**config.mk**
```make
export PLATFORM = sky130hd
export DESIGN_NAME = mdu_seq_flat
export DESIGN_NICKNAME = d
export VERILOG_FILES = /design/src/rtl/mdu_seq_pkg.sv /design/src/rtl/mdu_seq_if.sv /design/src/rtl/mdu_seq.sv /design/src/flat_wrapper.sv
export SDC_FILE = /design/constraint.sdc
export NUM_CORES = 1
export LEC_CHECK = 0
export ABC_CLOCK_PERIOD_IN_PS = 8200
export CORE_MARGIN = 5
export CORE_UTILIZATION = 50
export CTS_CLUSTER_SIZE = 28
export DETAILED_ROUTE_END_ITERATION = 10
export DONT_BUFFER_PORTS = 1
export SETUP_SLACK_MARGIN = 0.4
export SLEW_MARGIN = 20
export SYNTH_ARGS = -nofsm -noshare
export SYNTH_HDL_FRONTEND = slang
export SYNTH_SLANG_ARGS = --single-unit
```
**constraint.sdc**
```tcl
create_clock -name iclk -period 8.2 [get_ports iclk]
set_input_delay 2.05 -clock iclk [delete_from_list [all_inputs] [get_ports iclk]]
set_output_delay 2.05 -clock iclk [all_outputs]
set_load 0.005 [all_outputs]
```
**src/rtl/mdu_seq_pkg.sv**
```systemverilog
// Shared op constants for the execute stage: ALU ops, M-extension encodings and
// the multiply/divide unit state encoding.
package mdu_seq_pkg;

  typedef enum logic [3:0] {
    AluAdd, AluSub, AluAnd, AluOr, AluXor, AluSlt, AluSltu, AluSll, AluSrl, AluSra
  } alu_op_e;

  localparam logic [6:0] Funct7M = 7'b0000001;

  localparam logic [2:0] F3Mul    = 3'b000;
  localparam logic [2:0] F3Mulh   = 3'b001;
  localparam logic [2:0] F3Mulhsu = 3'b010;
  localparam logic [2:0] F3Mulhu  = 3'b011;
  localparam logic [2:0] F3Div    = 3'b100;
  localparam logic [2:0] F3Divu   = 3'b101;
  localparam logic [2:0] F3Rem    = 3'b110;
  localparam logic [2:0] F3Remu   = 3'b111;

  typedef enum logic [1:0] {StIdle, StCalc, StFix, StDone} mdu_state_e;

endpackage

```
**src/rtl/mdu_seq_if.sv**
```systemverilog
// Request/response bundle between the execute stage and the multiply/divide unit.
interface mdu_seq_if #(
  parameter int unsigned XLEN = 32
);
  logic            iflush;
  logic            ivalid;
  logic [2:0]      ifunct3;
  logic [XLEN-1:0] isrca;
  logic [XLEN-1:0] isrcb;
  logic            oready;
  logic            obusy;
  logic            ovalid;
  logic [XLEN-1:0] oresult;

  modport master (
    output iflush, ivalid, ifunct3, isrca, isrcb,
    input  oready, obusy, ovalid, oresult
  );

  modport slave (
    input  iflush, ivalid, ifunct3, isrca, isrcb,
    output oready, obusy, ovalid, oresult
  );
endinterface

```
**src/rtl/mdu_seq.sv**
```systemverilog
// Iterative RV32M/RV64M multiply/divide unit: shift-add multiply, restoring divide,
// one sign-fix cycle, single-cycle fast paths for divide-by-zero and signed overflow.
module mdu_seq
  import mdu_seq_pkg::*;
#(
  parameter int unsigned XLEN = 32
) (
  input logic         iclk,
  input logic         irst_n,
  mdu_seq_if.slave    bus
);

  localparam int unsigned CW = $clog2(XLEN);
  localparam logic [XLEN-1:0]   One    = XLEN'(1);
  localparam logic [2*XLEN-1:0] One2   = (2*XLEN)'(1);
  localparam logic [XLEN-1:0]   MinNeg = {1'b1, {(XLEN-1){1'b0}}};
  localparam logic [CW-1:0]     Last   = CW'(XLEN - 1);

  mdu_state_e        state_q;
  logic [CW-1:0]     cnt_q;
  logic [2:0]        op_q;
  logic [XLEN-1:0]   a_q, b_q, quo_q, rem_q, result_q;
  logic [2*XLEN-1:0] prod_q;
  logic              neg_res_q, neg_rem_q;

  function automatic logic [XLEN-1:0] cneg(input logic c, input logic [XLEN-1:0] x);
    return c ? (~x + One) : x;
  endfunction

  logic            accept, a_neg, b_neg, div_zero, ovf, fast;
  logic [XLEN-1:0] a_mag, b_mag, fast_res;

  always_comb begin
    accept   = bus.ivalid & (state_q == StIdle);
    a_neg    = (bus.ifunct3 inside {F3Mulh, F3Mulhsu, F3Div, F3Rem}) & bus.isrca[XLEN-1];
    b_neg    = (bus.ifunct3 inside {F3Mulh, F3Div, F3Rem}) & bus.isrcb[XLEN-1];
    a_mag    = cneg(a_neg, bus.isrca);
    b_mag    = cneg(b_neg, bus.isrcb);
    div_zero = bus.ifunct3[2] & (bus.isrcb == '0);
    ovf      = (bus.ifunct3 inside {F3Div, F3Rem}) & (bus.isrca == MinNeg) & (bus.isrcb == '1);
    fast     = div_zero | ovf;
    // funct3[1] separates REM* from DIV* among the divide ops
    if (div_zero) fast_res = bus.ifunct3[1] ? bus.isrca : '1;
    else          fast_res = bus.ifunct3[1] ? '0 : bus.isrca;
  end

  // One adder serves both loops: accumulate for multiply, trial subtract for divide.
  logic            is_div;
  logic [XLEN:0]   rem_shift, add_l, add_r, add_s;
  logic            quo_bit;

  always_comb begin
    is_div    = op_q[2];
    rem_shift = {rem_q, quo_q[XLEN-1]};
    add_l     = is_div ? rem_shift : {1'b0, prod_q[2*XLEN-1:XLEN]};
    add_r     = is_div ? ~{1'b0, b_q} : (prod_q[0] ? {1'b0, a_q} : '0);
    add_s     = add_l + add_r + {{XLEN{1'b0}}, is_div};
    quo_bit   = ~add_s[XLEN];
  end

  logic [2*XLEN-1:0] prod_fix;
  logic [XLEN-1:0]   fix_res;

  always_comb begin
    prod_fix = neg_res_q ? (~prod_q + One2) : prod_q;
    fix_res  = '0;
    case (op_q)
      F3Mul:                     fix_res = prod_fix[XLEN-1:0];
      F3Mulh, F3Mulhsu, F3Mulhu: fix_res = prod_fix[2*XLEN-1:XLEN];
      F3Div, F3Divu:             fix_res = cneg(neg_res_q, quo_q);
      default:                   fix_res = cneg(neg_rem_q, rem_q);
    endcase
  end

  always_ff @(posedge iclk or negedge irst_n) begin
    if (!irst_n) begin
      state_q   <= StIdle;
      cnt_q     <= '0;
      op_q      <= '0;
      a_q       <= '0;
      b_q       <= '0;
      quo_q     <= '0;
      rem_q     <= '0;
      prod_q    <= '0;
      neg_res_q <= 1'b0;
      neg_rem_q <= 1'b0;
      result_q  <= '0;
    end else if (bus.iflush) begin
      state_q <= StIdle;
    end else begin
      unique case (state_q)
        StIdle: begin
          if (accept) begin
            op_q  <= bus.ifunct3;
            cnt_q <= '0;
            if (fast) begin
              result_q <= fast_res;
              state_q  <= StDone;
            end else begin
              a_q       <= a_mag;
              b_q       <= b_mag;
              prod_q    <= {{XLEN{1'b0}}, b_mag};
              quo_q     <= a_mag;
              rem_q     <= '0;
              neg_res_q <= a_neg ^ b_neg;
              neg_rem_q <= a_neg;
              state_q   <= StCalc;
            end
          end
        end
        StCalc: begin
          if (is_div) begin
            // A set top bit in rem_shift always subtracts, so dropping it is safe
            rem_q <= quo_bit ? add_s[XLEN-1:0] : rem_shift[XLEN-1:0];
            quo_q <= {quo_q[XLEN-2:0], quo_bit};
          end else begin
            prod_q <= {add_s, prod_q[XLEN-1:1]};
          end
          cnt_q <= cnt_q + CW'(1);
          if (cnt_q == Last) state_q <= StFix;
        end
        StFix: begin
          result_q <= fix_res;
          state_q  <= StDone;
        end
        StDone: state_q <= StIdle;
      endcase
    end
  end

  assign bus.oready  = (state_q == StIdle);
  assign bus.obusy   = (state_q != StIdle);
  assign bus.ovalid  = (state_q == StDone) & ~bus.iflush;
  assign bus.oresult = result_q;

endmodule

```
**src/flat_wrapper.sv**
```systemverilog
// flat-port wrapper written by rule: the top's interface ports become plain ports
module mdu_seq_flat import mdu_seq_pkg::*;
#(
  parameter int unsigned XLEN = 32
)
  (iclk, irst_n, bus_iflush, bus_ivalid, bus_ifunct3, bus_isrca, bus_isrcb, bus_oready, bus_obusy, bus_ovalid, bus_oresult);
  mdu_seq_if #(.XLEN(XLEN)) bus_i ();
  input logic iclk;
  input logic irst_n;
  input wire logic [$bits(bus_i.iflush)-1:0] bus_iflush;
  input wire logic [$bits(bus_i.ivalid)-1:0] bus_ivalid;
  input wire logic [$bits(bus_i.ifunct3)-1:0] bus_ifunct3;
  input wire logic [$bits(bus_i.isrca)-1:0] bus_isrca;
  input wire logic [$bits(bus_i.isrcb)-1:0] bus_isrcb;
  output wire logic [$bits(bus_i.oready)-1:0] bus_oready;
  output wire logic [$bits(bus_i.obusy)-1:0] bus_obusy;
  output wire logic [$bits(bus_i.ovalid)-1:0] bus_ovalid;
  output wire logic [$bits(bus_i.oresult)-1:0] bus_oresult;
  assign bus_i.iflush = bus_iflush;
  assign bus_i.ivalid = bus_ivalid;
  assign bus_i.ifunct3 = bus_ifunct3;
  assign bus_i.isrca = bus_isrca;
  assign bus_i.isrcb = bus_isrcb;
  assign bus_oready = bus_i.oready;
  assign bus_obusy = bus_i.obusy;
  assign bus_ovalid = bus_i.ovalid;
  assign bus_oresult = bus_i.oresult;
  mdu_seq #(.XLEN(XLEN)) u_core (.iclk(iclk), .irst_n(irst_n), .bus(bus_i));
endmodule
```
==> metrics.csv, run 1 <==
stage;metric;value;unit
job;max-cap viol count;0;
clock_network;post_cts resized;0;
synth;largest family of logic cells by synthesized area;compound AO/OA/AOI/OAI gates;
synth;Synth cell types;83;
setup_path;Worst R2R Start;u_core.prod_q[0]$_DFFE_PN0P_;
routing;top sig layer;met4;
setup_path;crit start category;flop;
min_path;WHS Endpoint;u_core.b_q[11]$_DFFE_PN0P_;
routing;met3 routed WL;7110;um
routing;drt total wl;63400;um
setup_path;setup slack, reg-to-reg;2.73;ns
clock_network;clk slew on worst S/H paths;0.06;ns
floorplanning;row count;69;
synth;leading area contributor after synthesis;dfrtp_1;
setup_path;crit-path max FO;35;
routing;initial drt markers;1898;
setup_path;Top cell by count, worst path;fa_1;
global_route;Global Route Usage Sum;31.6;%
sta;Final Critical Period;5.47;ns
clock_network;worst-skew pair later-pin latency;0.58;ns
routing;DRT Pass-1 Iters;7;
setup_path;CP endpoint kind;flop;
sta;final setup vio count;0;
routing;met2 wire length;27200;um
floorplanning;core area;35300;um^2
clock_network;Clock Root Buffer;clkbuf_16;
global_route;largest net degree at the start of global routing;237;
finish;layout net count;2242;
clock_network;Post CTS Setup Buffer Count;0;
outcome;outcome;finished clean;
setup_path;worst flop-to-flop path endpoint;u_core.rem_q[24]$_DFFE_PN0P_;
place;post-placement cell area;17900;um^2
synth;yosys warns;0;
min_path;HP Class;reg -> reg;
place;Place WS;2.42;ns
synth;XOR/XNOR share of the synthesized area;9.96;%
sta;Hold WS;0.478;ns
synth;Post-Synth Adder-Cell Area;4.38;%
finish;share of cells above drive strength 1;6.80;%
sta;Setup WS post-layout;2.73;ns
sta;max-slew violations;0;
global_route;first-pass GRT wire length;96500;um
finish;Finished Core Util;53.5;%
routing;ANT nets after route;0;
setup_path;kind of critical path;reg -> reg;
synth;syn_area_per_cell;7.99;um^2
setup_path;CP peak stage delay;0.72;ns
place;GP Congestion;0.954;
power_and_ir_drop;Peak VDD IR;196;uV
routing;Avg WL per Cell;24.3;um
synth;post-synth top area share;33.2;%
setup_path;Worst R2R Path Depth;15;
routing;DRC Markers;0;
synth;Post-synth EDFFs;0;
finish;n_diodes;0;
global_route;initial antenna violation count;0;
finish;register area;5910;um^2
routing;vias per cell;6.36;
sta;final hold vios;0;
synth;Synth Area in Simple Gates;19.0;%
clock_network;clk sinks;236;
global_route;vias in the first global route;15800;
setup_path;Arrival @ worst endpoint;5.97;ns
sta;FMAX;0.183;GHz
power_and_ir_drop;static leakage power;0.00781;uW
synth;Area contributors post-synth;dfrtp_1, o21ai_0, nand2_1, xor2_1, xnor2_1;
routing;Vias;16600;
synth;mux contribution to synthesized area;3.58;%
finish;design area;18900;um^2
synth;Synth Net Count;2341;
finish;area of the multi-input gates;11100;um^2
floorplanning;chip height;199;um
place;# port buffers;0;
synth;area of the mapped netlist;17800;um^2
setup_path;WP data required;8.70;ns
routing;met1 WL;27400;um
finish;area grow syn2layout;6.26;%
sta;Max Clock Skew;0.0196;ns
floorplanning;Initial Util;50.3;%
setup_path;Cell Chain, Critical Path;inv_1, nor2_4, a2bb2oi_1, fa_1, fa_1, nor2b_1, o31ai_1, a21oi_1, nor3_1, o211a_1, a211oi_4, buf_4, nand2_1, a221oi_1, a21o_1;
setup_path;Crit path buffers/inverters;2;
clock_network;CTS tree;done;
synth;top_reg_cell synth;dfrtp_1;
clock_network;CTS HTree Levels;1;
place;post-DP HPWL;47600;um
power_and_ir_drop;Cell Pwr Density;397;nW/um^2
floorplanning;Die Footprint;39400;um^2
clock_network;TritonCTS buffer count;27;
clock_network;Max clock buf depth;3;
min_path;min-delay src;u_core.b_q[11]$_DFFE_PN0P_;
synth;Seq/Total Area, Yosys;33.2;%
sta;period utilization;66.7;%
synth;Async SR Flop Fraction;100;%
synth;Compound-Gate Fraction of Synth Area;25.3;%
sta;final setup TNS;0;ns
global_route;GR Overflow Total;0;
finish;Fillers;3426;
sta;slew margin rel.;29.7;%
setup_path;CP delay by family, top;compound AO/OA/AOI/OAI gates;
floorplanning;boundary pin count;106;
sta;worst slew pin tran;1.05;ns
floorplanning;die width;199;um
synth;synthesized flop and latch total;236;
setup_path;critical path's slowest cell;nor2_4;
synth;Mapped Cells;2225;
clock_network;Hold Buf Count CTS;0;
sta;setup repair after global routing missed its margin;no;
min_path;hold path cells;2;
==> worst max-delay path by stage <==
stage                     slack (ns)                            end  cells after the start                          from
after floorplan                 3.37  u_core.prod_q[56]$_DFFE_PN0P_                     12                  bus_isrca[0]
after global placement          2.55  u_core.prod_q[25]$_DFFE_PN0P_                     11                  bus_isrca[0]
after detailed placement        2.42     u_core.a_q[16]$_DFFE_PN0P_                      9                  bus_isrca[0]
after CTS                       2.90   u_core.rem_q[24]$_DFFE_PN0P_                     15  u_core.prod_q[0]$_DFFE_PN0P_
after global routing            2.49   u_core.rem_q[18]$_DFFE_PN0P_                     15  u_core.prod_q[0]$_DFFE_PN0P_
final                           2.73   u_core.rem_q[24]$_DFFE_PN0P_                     15  u_core.prod_q[0]$_DFFE_PN0P_
==> sequential cells by signal, summed over array words and instances (netlist names) <==
register            flops
u_core.neg_res_q        1
u_core.bus.oresult     32
u_core.neg_rem_q        1
u_core.rem_q           32
u_core.op_q             3
u_core.quo_q           32
u_core.state_q          2
u_core.b_q             32
u_core.cnt_q            5
u_core.a_q             32
u_core.prod_q          64
==> report_power, final <==
group          total, uW  internal [uW]  switching, uW
combinational       3860           1450           2410
clock               1320            793            529
sequential          2320           1620            704
==> layer usage <==
metal	global-route usage [%]	vias up
met5	0	-
met4	7.95	0
met3	7.62	84
met2	47.4	827
met1	46.1	7887
li1	-	7785
==> layout by cell type, fill, tap and decap left out, types with 23 or more instances in the layout <==
cell,count
nor2_1,149
nor3_1,27
xor2_1,106
ha_1,41
inv_1,46
o21ai_0,333
a21oi_1,139
nand2_1,344
xnor2_1,96
dfrtp_1,234
mux2i_1,23
clkbuf_16,27
nand3_1,23
mux2_2,36
or3_1,30
o31ai_1,67
==> kinds of logic (layout without fill, tap and decap cells) <==
| logic type | count (synthesis) | count (layout) |
|---|---|---|
| AOI/OAI and AO/OA | 743 | 743 |
| xor gates and xnor gates | 202 | 202 |
| adders and majority gates | 65 | 65 |
| buffers and inverters | 194 | 115 |
| DFF | 236 | 236 |
| muxes | 59 | 59 |
| and+or+nand+nor | 726 | 726 |
==> tightest hold or removal path: stages, from the launching register on <==
cell     delay (ns)
dfrtp_1        0.34
nand2_1        0.05
o21ai_0        0.06
==> Yosys cell counts, types with 36 or more instances <==
cell      count
mux2_2       36
xor2_1      106
a21oi_1     139
xnor2_1      96
o31ai_1      67
ha_1         43
inv_1        46
clkbuf_1    108
nor2_1      150
o21ai_0     333
dfrtp_1     236
nand2_1     345
==> cell type report <==
type                       count  share of cell area, %
sequential                   236                   31.3
tap                          461                   3.06
clock buffer                  40                   4.21
inverter                      46                  0.915
timing repair buffer          20                  0.861
clock inverter                 9                  0.815
multi-input combinational   1795                   58.9
==> through the flow <==
| step | power [uW] | std cells |
|---|---|---|
| final | 7500 | 2607 |
| after global routing | 7980 | 2607 |
| after CTS | 7400 | 2607 |
| after detailed placement | 6070 | 2558 |
| after global placement | 6000 | 2558 |
| after floorplan | 4880 | 2225 |
Power figures use the tool's default switching activity.
==> inputs of run 2 (changes only) <==
ABC_CLOCK_PERIOD_IN_PS = 4850   (was 8200)
PLACE_DENSITY = 0.68   (was not set)
clock period = 4.85 ns   (was 8.2 ns; I/O delays follow)
==> metrics.csv, run 2 (synthesized netlist as in run 1, its figures left out) <==
stage;metric;value;unit;change
power_and_ir_drop;Cell Pwr Density;678;nW/um^2;+71%
job;max-cap viol count;0;;unchanged
clock_network;clk sinks;236;;unchanged
finish;commonest non-fill, non-tap cell in the layout;nand2_1;;
clock_network;Clock Root Buffer;clkbuf_16;;
min_path;HP Class;in -> async;;
clock_network;clk slew on worst S/H paths;0.06;ns;about the same
clock_network;worst-skew pair later-pin latency;0.55;ns;-0.03 ns
clock_network;Hold Buf Count CTS;0;;unchanged
clock_network;Max clock buf depth;3;;unchanged
sta;period utilization;84.0;%;+17 points
routing;Avg WL per Cell;24.1;um;-0.78%
floorplanning;Die Footprint;39400;um^2;unchanged
setup_path;crit-path max FO;36;;+2.9%
floorplanning;chip height;199;um;unchanged
routing;vias per cell;6.42;;+0.92%
sta;max-slew violations;0;;unchanged
finish;area grow syn2layout;8.30;%;
routing;ANT nets after route;0;;unchanged
setup_path;Worst R2R Start;u_core.op_q[2]$_DFFE_PN0P_;;
routing;DRT Pass-1 Iters;6;;-1
sta;final setup TNS;0;ns;unchanged
place;GP Congestion;0.991;;+3.8%
finish;most frequent cells in the layout;nand2_1, o21ai_0, dfrtp_1, nor2_1, a21oi_1;;
power_and_ir_drop;Comb pwr share;51.7;%;+0.2 points
clock_network;TritonCTS buffer count;28;;+3.7%
place;# port buffers;0;;unchanged
sta;setup repair after global routing missed its margin;no;;
clock_network;post_cts resized;0;;unchanged
finish;Finished Core Util;54.5;%;+1.0 points
setup_path;crit start category;flop;;
finish;Largest register FFs;64;;unchanged
power_and_ir_drop;net switching power;6270;uW;+72%
finish;n_diodes;0;;unchanged
clock_network;Post CTS Setup Buffer Count;0;;unchanged
sta;Final Critical Period;4.07;ns;-1.40 ns
sta;worst slew pin tran;0.838;ns;-0.217 ns
routing;Vias;17000;;+2.2%
global_route;initial antenna violation count;1;;+1
sta;final setup vio count;0;;unchanged
sta;slew margin rel.;44.1;%;+14 points
sta;final hold vios;0;;unchanged
clock_network;CTS tree;done;;
floorplanning;boundary pin count;106;;unchanged
sta;Setup WS post-layout;0.776;ns;-1.95 ns
sta;FMAX;0.245;GHz;+34%
finish;share of cells above drive strength 1;8.44;%;+1.6 points
routing;DRC Markers;0;;unchanged
finish;largest register by flop count;u_core.prod_q;;
power_and_ir_drop;P_int;6780;uW;+75%
power_and_ir_drop;Peak VDD IR;306;uV;+56%
place;post-DP HPWL;48800;um;+2.4%
routing;initial drt markers;2029;;+6.9%
finish;layout net count;2275;;+1.5%
sta;Max Clock Skew;0.0206;ns;+0.00101 ns
global_route;vias in the first global route;15700;;-0.45%
setup_path;setup slack, reg-to-reg;0.78;ns;-1.95 ns
setup_path;WP data required;5.32;ns;-3.38 ns
power_and_ir_drop;Seq pwr share;30.4;%;-0.5 points
global_route;Global Route Usage Sum;31.5;%;-0.068 points
global_route;largest net degree at the start of global routing;237;;unchanged
outcome;outcome;finished clean;;
power_and_ir_drop;sw frac;48.0;%;-0.44 points
setup_path;Arrival @ worst endpoint;4.54;ns;-1.43 ns
setup_path;Worst R2R Path Depth;14;;-1
power_and_ir_drop;clock network power share;18.0;%;+0.4 points
routing;drt total wl;63700;um;+0.51%
setup_path;CP endpoint kind;flop;;
power_and_ir_drop;static leakage power;0.00802;uW;+2.8%
floorplanning;core area;35300;um^2;unchanged
floorplanning;die width;199;um;unchanged
clock_network;CTS HTree Levels;1;;unchanged
place;Place WS;0.543;ns;-1.88 ns
global_route;first-pass GRT wire length;96700;um;+0.24%
floorplanning;row count;69;;unchanged
global_route;GR Overflow Total;0;;unchanged
floorplanning;Initial Util;50.3;%;unchanged
setup_path;kind of critical path;reg -> reg;;
setup_path;worst flop-to-flop path endpoint;u_core.rem_q[22]$_DFFE_PN0P_;;
## run 2: cell type report
type | count | area [um^2]
Clock inverter | 11 | 189
Timing Repair Buffer | 52 | 440
Clock buffer | 40 | 847
Tap cell | 461 | 577
Multi-Input combinational cell | 1795 | 11100
Inverter | 46 | 173
Sequential cell | 236 | 5910
Fill cell | 3272 | 16100
## run 2: how the worst max path moves through the flow
stage	from	to	slack, ns	depth (start not counted)
2_1_floorplan	u_core.op_q[2]$_DFFE_PN0P_	u_core.rem_q[13]$_DFFE_PN0P_	0.53	15
6_report	u_core.op_q[2]$_DFFE_PN0P_	u_core.rem_q[22]$_DFFE_PN0P_	0.78	14
3_3_place_gp	bus_isrca[20]	u_core.bus.oresult[18]$_DFFE_PN0P_	0.61	9
5_1_grt	u_core.op_q[2]$_DFFE_PN0P_	u_core.prod_q[61]$_DFFE_PN0P_	0.48	15
3_5_place_dp	bus_isrcb[4]	u_core.bus.oresult[17]$_DFFE_PN0P_	0.54	8
4_1_cts	u_core.op_q[2]$_DFFE_PN0P_	u_core.rem_q[22]$_DFFE_PN0P_	0.81	14
## run 2: metrics by stage
stage               total power, uW  cells  hold slack (ns)  area, um^2
floorplan                      8250   2225            0.445       17800
global placement              10400   2590            0.467       18200
detailed placement            10500   2590            0.477       18200
CTS                           12800   2641            0.351       19200
global route                  13800   2641            0.354       19200
finish                        13000   2641            0.367       19200
## run 2: power groups by stage
stage                     Combinational (uW)  Sequential, uW  Clock, uW
after floorplan                         4870            3390          0
after global placement                  6460            3910          0
after detailed placement                6540            3930          0
after CTS                               6570            3900       2370
after global routing                    7300            4050       2440
final                                   6740            3960       2340
## run 2: critical path, cell delays in order, from the launching register on
cell      delay, ns
dfrtp_2        0.47
buf_4          0.43
mux2_2         0.40
ha_1           0.36
a21oi_1        0.25
nor2b_1        0.07
a211o_1        0.30
nor4_1         0.28
buf_4          0.17
o21bai_1       0.13
a211oi_4       0.35
buf_4          0.37
a221oi_1       0.14
buf_4          0.15
a21oi_1        0.12
## run 2: per-layer routing
metal	track usage, %	vias up	part of all wire, %
met5	0	-	0.011
met4	8.36	2	3.0
met3	7.98	118	11
met2	47.7	866	43
met1	45.3	8090	43
li1	-	7878	-
